## src/rtl/mem_arb_pkg.sv

```systemverilog
// Shared types for the two-requester backing-memory port arbiter.
package mem_arb_pkg;

  typedef enum logic [1:0] {
    IDLE = 2'd0,
    BUSY = 2'd1,
    DONE = 2'd2
  } arb_state_t;

  typedef enum logic {
    OWN_I = 1'b0,
    OWN_D = 1'b1
  } arb_owner_t;

endpackage

```

## src/rtl/arb_starve_ctr.sv

```systemverilog
// Counts consecutive D grants taken while I was waiting; force_i lets I win the next arbitration.
module arb_starve_ctr #(
  parameter int STARVE_LIMIT = 4,
  localparam int CNT_W = $clog2(STARVE_LIMIT + 1)
) (
  input  logic             clk,
  input  logic             rst,
  input  logic             grant_i,
  input  logic             grant_d,
  input  logic             i_req,
  output logic             force_i,
  output logic [CNT_W-1:0] cnt
);

  localparam logic [CNT_W-1:0] LIMIT = CNT_W'(STARVE_LIMIT);

  // NOTE: sequential state uses non-blocking assignments so every register samples pre-edge values.
  always_ff @(posedge clk or negedge rst) begin
    if (!rst) begin
      cnt <= '0;
    end else if (grant_i) begin
      cnt <= '0;
    end else if (grant_d) begin
      if (!i_req)          cnt <= '0;
      else if (cnt != LIMIT) cnt <= cnt + 1'b1;
    end
  end

  assign force_i = (cnt == LIMIT);

endmodule

```

## src/rtl/mem_port_arbiter.sv

```systemverilog
// Arbitrates the single backing-memory port between I-side refill and D-side miss/write traffic.
module mem_port_arbiter
  import mem_arb_pkg::*;
#(
  parameter int ADDR_W       = 32,
  parameter int DATA_W       = 32,
  parameter int STARVE_LIMIT = 4
) (
  input  logic              clk,
  input  logic              rst,
  input  logic              flush,
  input  logic              i_req,
  input  logic [ADDR_W-1:0] i_addr,
  output logic              i_done,
  output logic [DATA_W-1:0] i_rdata,
  output logic              i_stall,
  input  logic              d_req,
  input  logic [ADDR_W-1:0] d_addr,
  input  logic              d_we,
  input  logic [DATA_W-1:0] d_wdata,
  output logic              d_done,
  output logic [DATA_W-1:0] d_rdata,
  output logic              d_stall,
  output logic              mem_valid,
  output logic [ADDR_W-1:0] mem_addr,
  output logic              mem_we,
  output logic [DATA_W-1:0] mem_wdata,
  input  logic              mem_ready,
  input  logic [DATA_W-1:0] mem_rdata
);

  localparam int CNT_W = $clog2(STARVE_LIMIT + 1);

  arb_state_t       state;
  arb_owner_t       owner;
  logic             discard;
  logic             force_i;
  logic             grant_i;
  logic             grant_d;
  logic [CNT_W-1:0] starve_cnt;

  // D has priority unless I has been passed over STARVE_LIMIT times in a row.
  assign grant_d = (state == IDLE) && d_req && !(i_req && force_i);
  assign grant_i = (state == IDLE) && i_req && !grant_d;

  arb_starve_ctr #(.STARVE_LIMIT(STARVE_LIMIT)) u_starve (
    .clk     (clk),
    .rst     (rst),
    .grant_i (grant_i),
    .grant_d (grant_d),
    .i_req   (i_req),
    .force_i (force_i),
    .cnt     (starve_cnt)
  );

  always_ff @(posedge clk or negedge rst) begin
    if (!rst) begin
      state     <= IDLE;
      owner     <= OWN_D;
      discard   <= 1'b0;
      mem_addr  <= '0;
      mem_we    <= 1'b0;
      mem_wdata <= '0;
      i_rdata   <= '0;
      d_rdata   <= '0;
    end else begin
      case (state)
        IDLE: begin
          if (grant_d) begin
            owner     <= OWN_D;
            mem_addr  <= d_addr;
            mem_we    <= d_we;
            mem_wdata <= d_wdata;
            state     <= BUSY;
          end else if (grant_i) begin
            owner     <= OWN_I;
            mem_addr  <= i_addr;
            mem_we    <= 1'b0;
            mem_wdata <= '0;
            state     <= BUSY;
          end
        end
        BUSY: begin
          if (owner == OWN_I && flush) discard <= 1'b0 | 1'b1;
          if (mem_ready) begin
            state <= DONE;
            if (owner == OWN_D)         d_rdata <= mem_rdata;
            else if (!discard && !flush) i_rdata <= mem_rdata;
          end
        end
        DONE: begin
          state   <= IDLE;
          discard <= 1'b0;
        end
        default: state <= IDLE;
      endcase
    end
  end

  // A flush landing in the DONE cycle still squashes the I-side pulse.
  assign mem_valid = (state == BUSY);
  assign i_done    = (state == DONE) && (owner == OWN_I) && !discard && !flush;
  assign d_done    = (state == DONE) && (owner == OWN_D);
  assign i_stall   = i_req && !i_done;
  assign d_stall   = d_req && !d_done;

endmodule

```

## config.mk

```make
export PLATFORM = sky130hd
export DESIGN_NAME = mem_port_arbiter
export DESIGN_NICKNAME = d
export VERILOG_FILES = /design/src/rtl/mem_arb_pkg.sv /design/src/rtl/arb_starve_ctr.sv /design/src/rtl/mem_port_arbiter.sv
export SDC_FILE = /design/constraint.sdc
export NUM_CORES = 1
export LEC_CHECK = 0
export BUFFER_PORTS_ARGS = -buffer_cell sky130_fd_sc_hd__buf_2
export CORE_MARGIN = 2
export CORE_UTILIZATION = 50
export DETAILED_ROUTE_END_ITERATION = 10
export PLACE_DENSITY = 0.85
export SYNTH_ARGS = -nofsm -noshare
export SYNTH_HDL_FRONTEND = slang
export SYNTH_SLANG_ARGS = --single-unit
```

## constraint.sdc

```tcl
create_clock -name clk -period 3.1 [get_ports clk]
set_input_delay 0.62 -clock clk [delete_from_list [all_inputs] [get_ports clk]]
set_output_delay 0.62 -clock clk [all_outputs]
set_load 0.02 [all_outputs]
```

* Yosys cells after proc, flatten, opt, wreduce, memory -nomap -nowiden
Index checks and enable logic that the tools add are counted.
** Storage, ports and cells
- Bits in registers :: 136
- Input bits :: 135
- Word-level logic and storage cells :: 64
** Operators by class
- Add/subtract/negate cells :: 1
- Equality and inequality tests :: 8
- Mux-type cells :: 17
- Bitwise gates (word level) :: 1
- Reduce and logical (&&, ||, !) cells :: 28
** Operators by type and width (number)
- two-way mux 32 bit :: 4
- logical AND 1 bit :: 13
- two-way mux 3 bit :: 4
- AND reduction 2 bit :: 4
- zero test 1 bit :: 6
- two-way mux 2 bit :: 3
- inequality test 3 bit (second input constant) :: 2
- two-way mux 1 bit :: 4
- inequality test 2 x 1 -> 1 bit (second input constant) :: 2
- case mux 2 bit (2 select lines) :: 1
- AND reduction 4 bit :: 1
- nonzero test 2 bit :: 2
- adder 3 x 1 -> 3 bit (second input constant) :: 1
- equality test 3 bit (second input constant) :: 1
- inequality test 3 x 1 -> 1 bit (second input constant) :: 1
- AND reduction 3 bit :: 1
- equality test 2 x 1 -> 1 bit (second input constant) :: 1
- equality test 2 bit (second input constant) :: 1
- zero test 2 bit :: 1
- case mux 1 bit (2 select lines) :: 1
- inverter 1 bit :: 1

* Longest topological paths before layout
- Depth after elaboration :: 9
- Gate-level depth with buffers :: 6

* Modules after synthesis
From an unflattened synthesis, not the netlist that was laid out.
** Unflattened totals
- Cells, all modules :: 439
- Area, all modules :: 5800.6 um^2
** Modules (own cells, without submodules)
- mem_port_arbiter :: times used 1, cells each 419, area an instance 5616.6 um^2, seq. area each 3329.4 um^2
- arb_starve_ctr :: times used 1, cells each 20, area an instance 183.9 um^2, seq. area each 75.1 um^2

* Worst setup path after synthesis
No wires, ideal clock.
- Path kind :: input to register
- From :: input port i_req
- To :: register mem_addr[10]
- Setup time :: 0.125 ns
- Arrival :: 1.785 ns
- Required time :: 2.975 ns
- Setup slack :: 1.191 ns
- Stages :: 5
- Buffers on the path :: 2
- Cell sequence :: or3b_1 buf_6 buf_6 mux2_4 mux2_2
** On the way
- Longest elaborated chain between the ends :: 7
- Elaborated cells on any way between the ends :: 9
** Ends and longest elaborated chain
- start: declaration :: RTL line mem_port_arbiter.sv:12 : input logic i_req,
- logical AND 1 bit :: RTL line mem_port_arbiter.sv:43 : assign grant_d = (state == IDLE) && d_req && !(i_req && force_i);
- zero test 1 bit :: RTL line mem_port_arbiter.sv:43
- logical AND 1 bit :: RTL line mem_port_arbiter.sv:43
- zero test 1 bit :: RTL line mem_port_arbiter.sv:44 : assign grant_i = (state == IDLE) && i_req && !grant_d;
- logical AND 1 bit :: RTL line mem_port_arbiter.sv:44
- nonzero test 2 bit (no source line)
- AND reduction 2 bit (no source line)
- end signal: assignment :: RTL line mem_port_arbiter.sv:71 : mem_addr <= d_addr;
- end signal: assignment :: RTL line mem_port_arbiter.sv:77 : mem_addr <= i_addr;
- end: declaration :: RTL line mem_port_arbiter.sv:25 : output logic [ADDR_W-1:0] mem_addr,
Parallel ways exist; a longest one is shown, timed or not.
A chain may end at the register's enable or synchronous reset.

* Worst setup path after layout
- From :: register owner
- To :: output port i_stall
** On the way
- Longest elaborated chain between the ends :: 6
** Ends and longest elaborated chain
- start: declaration :: RTL line mem_port_arbiter.sv:35 : arb_owner_t owner;
- start signal: assignment :: RTL line mem_port_arbiter.sv:59 : owner <= OWN_D;
- start signal: assignment :: RTL line mem_port_arbiter.sv:70 : owner <= OWN_D;
- start signal: assignment :: RTL line mem_port_arbiter.sv:76 : owner <= OWN_I;
- inverter 1 bit (no source line)
- logical AND 1 bit (3 in a row) :: RTL line mem_port_arbiter.sv:102 : assign i_done = (state == DONE) && (owner == OWN_I) && !discard && !flush;
- zero test 1 bit :: RTL line mem_port_arbiter.sv:104 : assign i_stall = i_req && !i_done;
- logical AND 1 bit :: RTL line mem_port_arbiter.sv:104
- end: declaration :: RTL line mem_port_arbiter.sv:16 : output logic i_stall,
No other way between the ends.

==> results by group <==
Logic synthesis
  • Synth cell types: 26
  • Synth Instances: 421
  • Syn_area_per_cell: 14.02 sq um
  • Syn. warnings: 0
  • #FFs+latches synth: around 140
  • Post-Syn Area: a little under 0.006 sq mm
  • Post-synthesis sequential area ratio: ~58%
  • Syn_nets: approximately 560

Run
  • Max-capacitance violation count: 0

Clock network
  • CTS H-tree lvls: 4
  • CTS tree: done
  • Root Buffer: clkbuf_16
  • CTS Hold Bufs: 0
  • CTS resizes: 0
  • Post-CTS Setup Bufs: 0
  • Worst-Skew Late Latency: 0.41 ns
  • Clock-pin transition on the worst setup and hold timing paths: ~0.06 ns
  • Clock Path Buffers: 2
  • TritonCTS Sinks: 136
  • Total CTS buffers: 17

Cells and area
  • Antenna Cells: 0
  • Share of cells above drive strength 1: around three fifths
  • Post-Layout Cell Count: 848
  • Fillers: 814
  • Commonest non-fill, non-tap cell in the layout: buf_2
  • Most frequent cells in the layout: buf_2 (267), dfrtp_1 (135), mux2_2 (95)
  • Layout area overhead: 34.56%
  • Layout Nets: 830

Global route
  • Number of global-route vias before repair: 4542
  • GR Util All Layers: 22.89%
  • Total congestion overflow: 0
  • First-pass GRT wire length: 22.62 mm
  • Antenna violations before repair: 0
  • Largest net degree at the start of global routing: between 70 and 80

Floorplan
  • Chip Width: 112.6 um
  • FP Rows: 39
  • Core area: 0.01147 sq mm
  • Io pins: 269
  • Starting Density: 51.47%
  • Full die area: 0.01269 sq mm
  • Die Y: 112.6 um

Worst setup path
  • Kind of critical path: reg -> out
  • CP Capture Type: output pin
  • Critical path startpoint category: register
  • Critical Path RT: 2.48 ns
  • Crit Path Max Fanout: 5
  • CP arrival: 1.52 ns

Detailed routing
  • Vias per cell: 5.053
  • DRC: 0
  • DR vias: between 4000 and 5000
  • DR pass1 iterations: 4
  • Final ANT Viol Nets: 0
  • Routed len/inst: about 17 um
  • Iter 0 DRT Violations: 189
  • Routed WL: 14.29 mm

Timing
  • Fin. Hold Viols: 0
  • Fmax: 467.1 MHz
  • Tightest Pin Transition: 0.9201 ns
  • Slew Limit Fails: 0
  • Minimum clock period: 2.141 ns
  • Setup violators final: 0
  • Relative slew slack: 38.66%
  • RSZ-0062 raised after global routing: no
  • Setup TNS Final: 0 ns
  • Final Cycle Share: 69.05%
  • Clk_skew: 0.006917 ns

Run status
  • Outcome: finished clean

Placement
  • I/O Buffers: 268
  • Dpl cells: around 800
  • Post-DP HPWL: 10.29 mm
  • Gpl congestion: about 0.75

Min path
  • Hold Crit Class: in -> async

Power and ir drop
  • Total power: 8.882 mW
  • P per Cell Area: 1118 mW/mm^2
  • Leakage power: 4.478 nW
  • Peak VDD IR: 686.9 uV
==> final timing paths <==
check                                                  from                   endpoint  slack (ns)  cells after the start
worst max-delay path                      owner$_DFFE_PN1P_                    i_stall        0.96                      4
min in group clk                                  d_addr[1]    mem_addr[1]$_DFFE_PN0P_        0.42                      2
max in group asynchronous                               rst          owner$_DFFE_PN1P_        2.12                      2
worst max register to register  u_starve.cnt[0]$_DFFE_PN0P_  mem_wdata[20]$_DFFE_PN0P_        1.00                      5
worst min register to register            owner$_DFFE_PN1P_          owner$_DFFE_PN1P_        0.49                      2
worst min-delay path                                    rst  mem_wdata[22]$_DFFE_PN0P_        0.21                      1
==> sequential cells by signal, indices dropped and copies added (netlist names) <==
register	flops
state	2
d_rdata	32
owner	1
u_starve.cnt	3
i_rdata	32
mem_we	1
mem_addr	32
discard	1
mem_wdata	32
==> cells by family (layout without fill, tap and decap cells) <==
kind of cell             Yosys count  after routing  share of synthesized area [%]
buffers and inverters             62            346                          5.300
AND/OR/NAND/NOR                   52             52                          3.837
adder cells (fa/ha/maj)            2              2                         0.4239
multiplexers                     162            162                          31.80
flip-flops                       136            136                          57.69
AO/OA/AOI/OAI                      7              7                         0.9541
==> worst max-delay path: stages, from the launching register on <==
cell,delay (ns)
dfstp_2,0.57
nor3_1,0.08
and3_1,0.20
nor2_1,0.08
buf_2,0.18
==> cell type report <==
cell class / count / area (sq um) / share of cell area [%]
flip-flops and latches: 136 / 3405 / 42.87
inverters: 40 / 150.1 / 1.891
multi-input cells: 223 / 2196 / 27.65
well taps: 143 / 178.9 / 2.253
clock inverters: 7 / 117.6 / 1.481
clock buffers: 24 / 481.7 / 6.066
repair buffers: 275 / 1413 / 17.79
==> where the power goes <==
| part | internal (mW) | total, mW | switching [mW] | leakage (nW) |
|---|---|---|---|---|
| registers | 2.61 | 3.03 | 0.427 | 1.68 |
| clock network | 1.32 | 2.03 | 0.712 | 0.283 |
| logic | 1.69 | 3.81 | 2.12 | 2.51 |
| total | 5.62 | 8.88 | 3.26 | 4.48 |
==> layer usage <==
layer	vias to the layer above	track usage, %	part of all wire (%)
li1	1975	-	-
met1	2110	24.97	37
met2	163	41.60	55
met3	37	5.400	5.5
met4	0	11.14	3.0
met5	-	0	0
==> cells in the mapped netlist <==
cell type | count | area (sq um)
dfrtp_1 | 135 | 3378
mux2_2 | 95 | 1070
inv_1 | 40 | 150.1
nand2_1 | 40 | 150.1
mux2i_1 | 36 | 360.4
mux2_4 | 26 | 390.4
buf_2 | 10 | 50.05
buf_6 | 9 | 101.4
mux2_1 | 5 | 56.30
clkbuf_1 | 3 | 11.26
nor2_1 | 3 | 11.26
a31o_2 | 2 | 17.52
and3_1 | 2 | 12.51
ha_1 | 2 | 25.02
nor4_1 | 2 | 12.51
a2111oi_0 | 1 | 8.760
a21oi_1 | 1 | 5.000
a311o_1 | 1 | 10.01
and3b_1 | 1 | 8.760
dfstp_2 | 1 | 26.28
nor2b_1 | 1 | 6.260
nor3_1 | 1 | 5.000
o22ai_1 | 1 | 6.260
o311ai_0 | 1 | 8.760
or3b_1 | 1 | 8.760
or3b_4 | 1 | 11.26
==> per-stage QoR <==
stage | hold WS (ns) | instance area, sq um | setup WS, ns | utilization [%]
final | 0.2146 | 7941 | 0.9593 | 69.25
after global routing | 0.2688 | 7941 | 0.7997 | 69.25
after detailed placement | 0.4783 | 7342 | 0.7053 | 64.03
after floorplan | 0.3244 | 5902 | 1.191 | -
after global placement | 0.4703 | 7342 | 0.8122 | 64.03
after CTS | 0.2326 | 7941 | 0.9332 | 69.25
No activity file was read; power rests on OpenSTA's default activity.
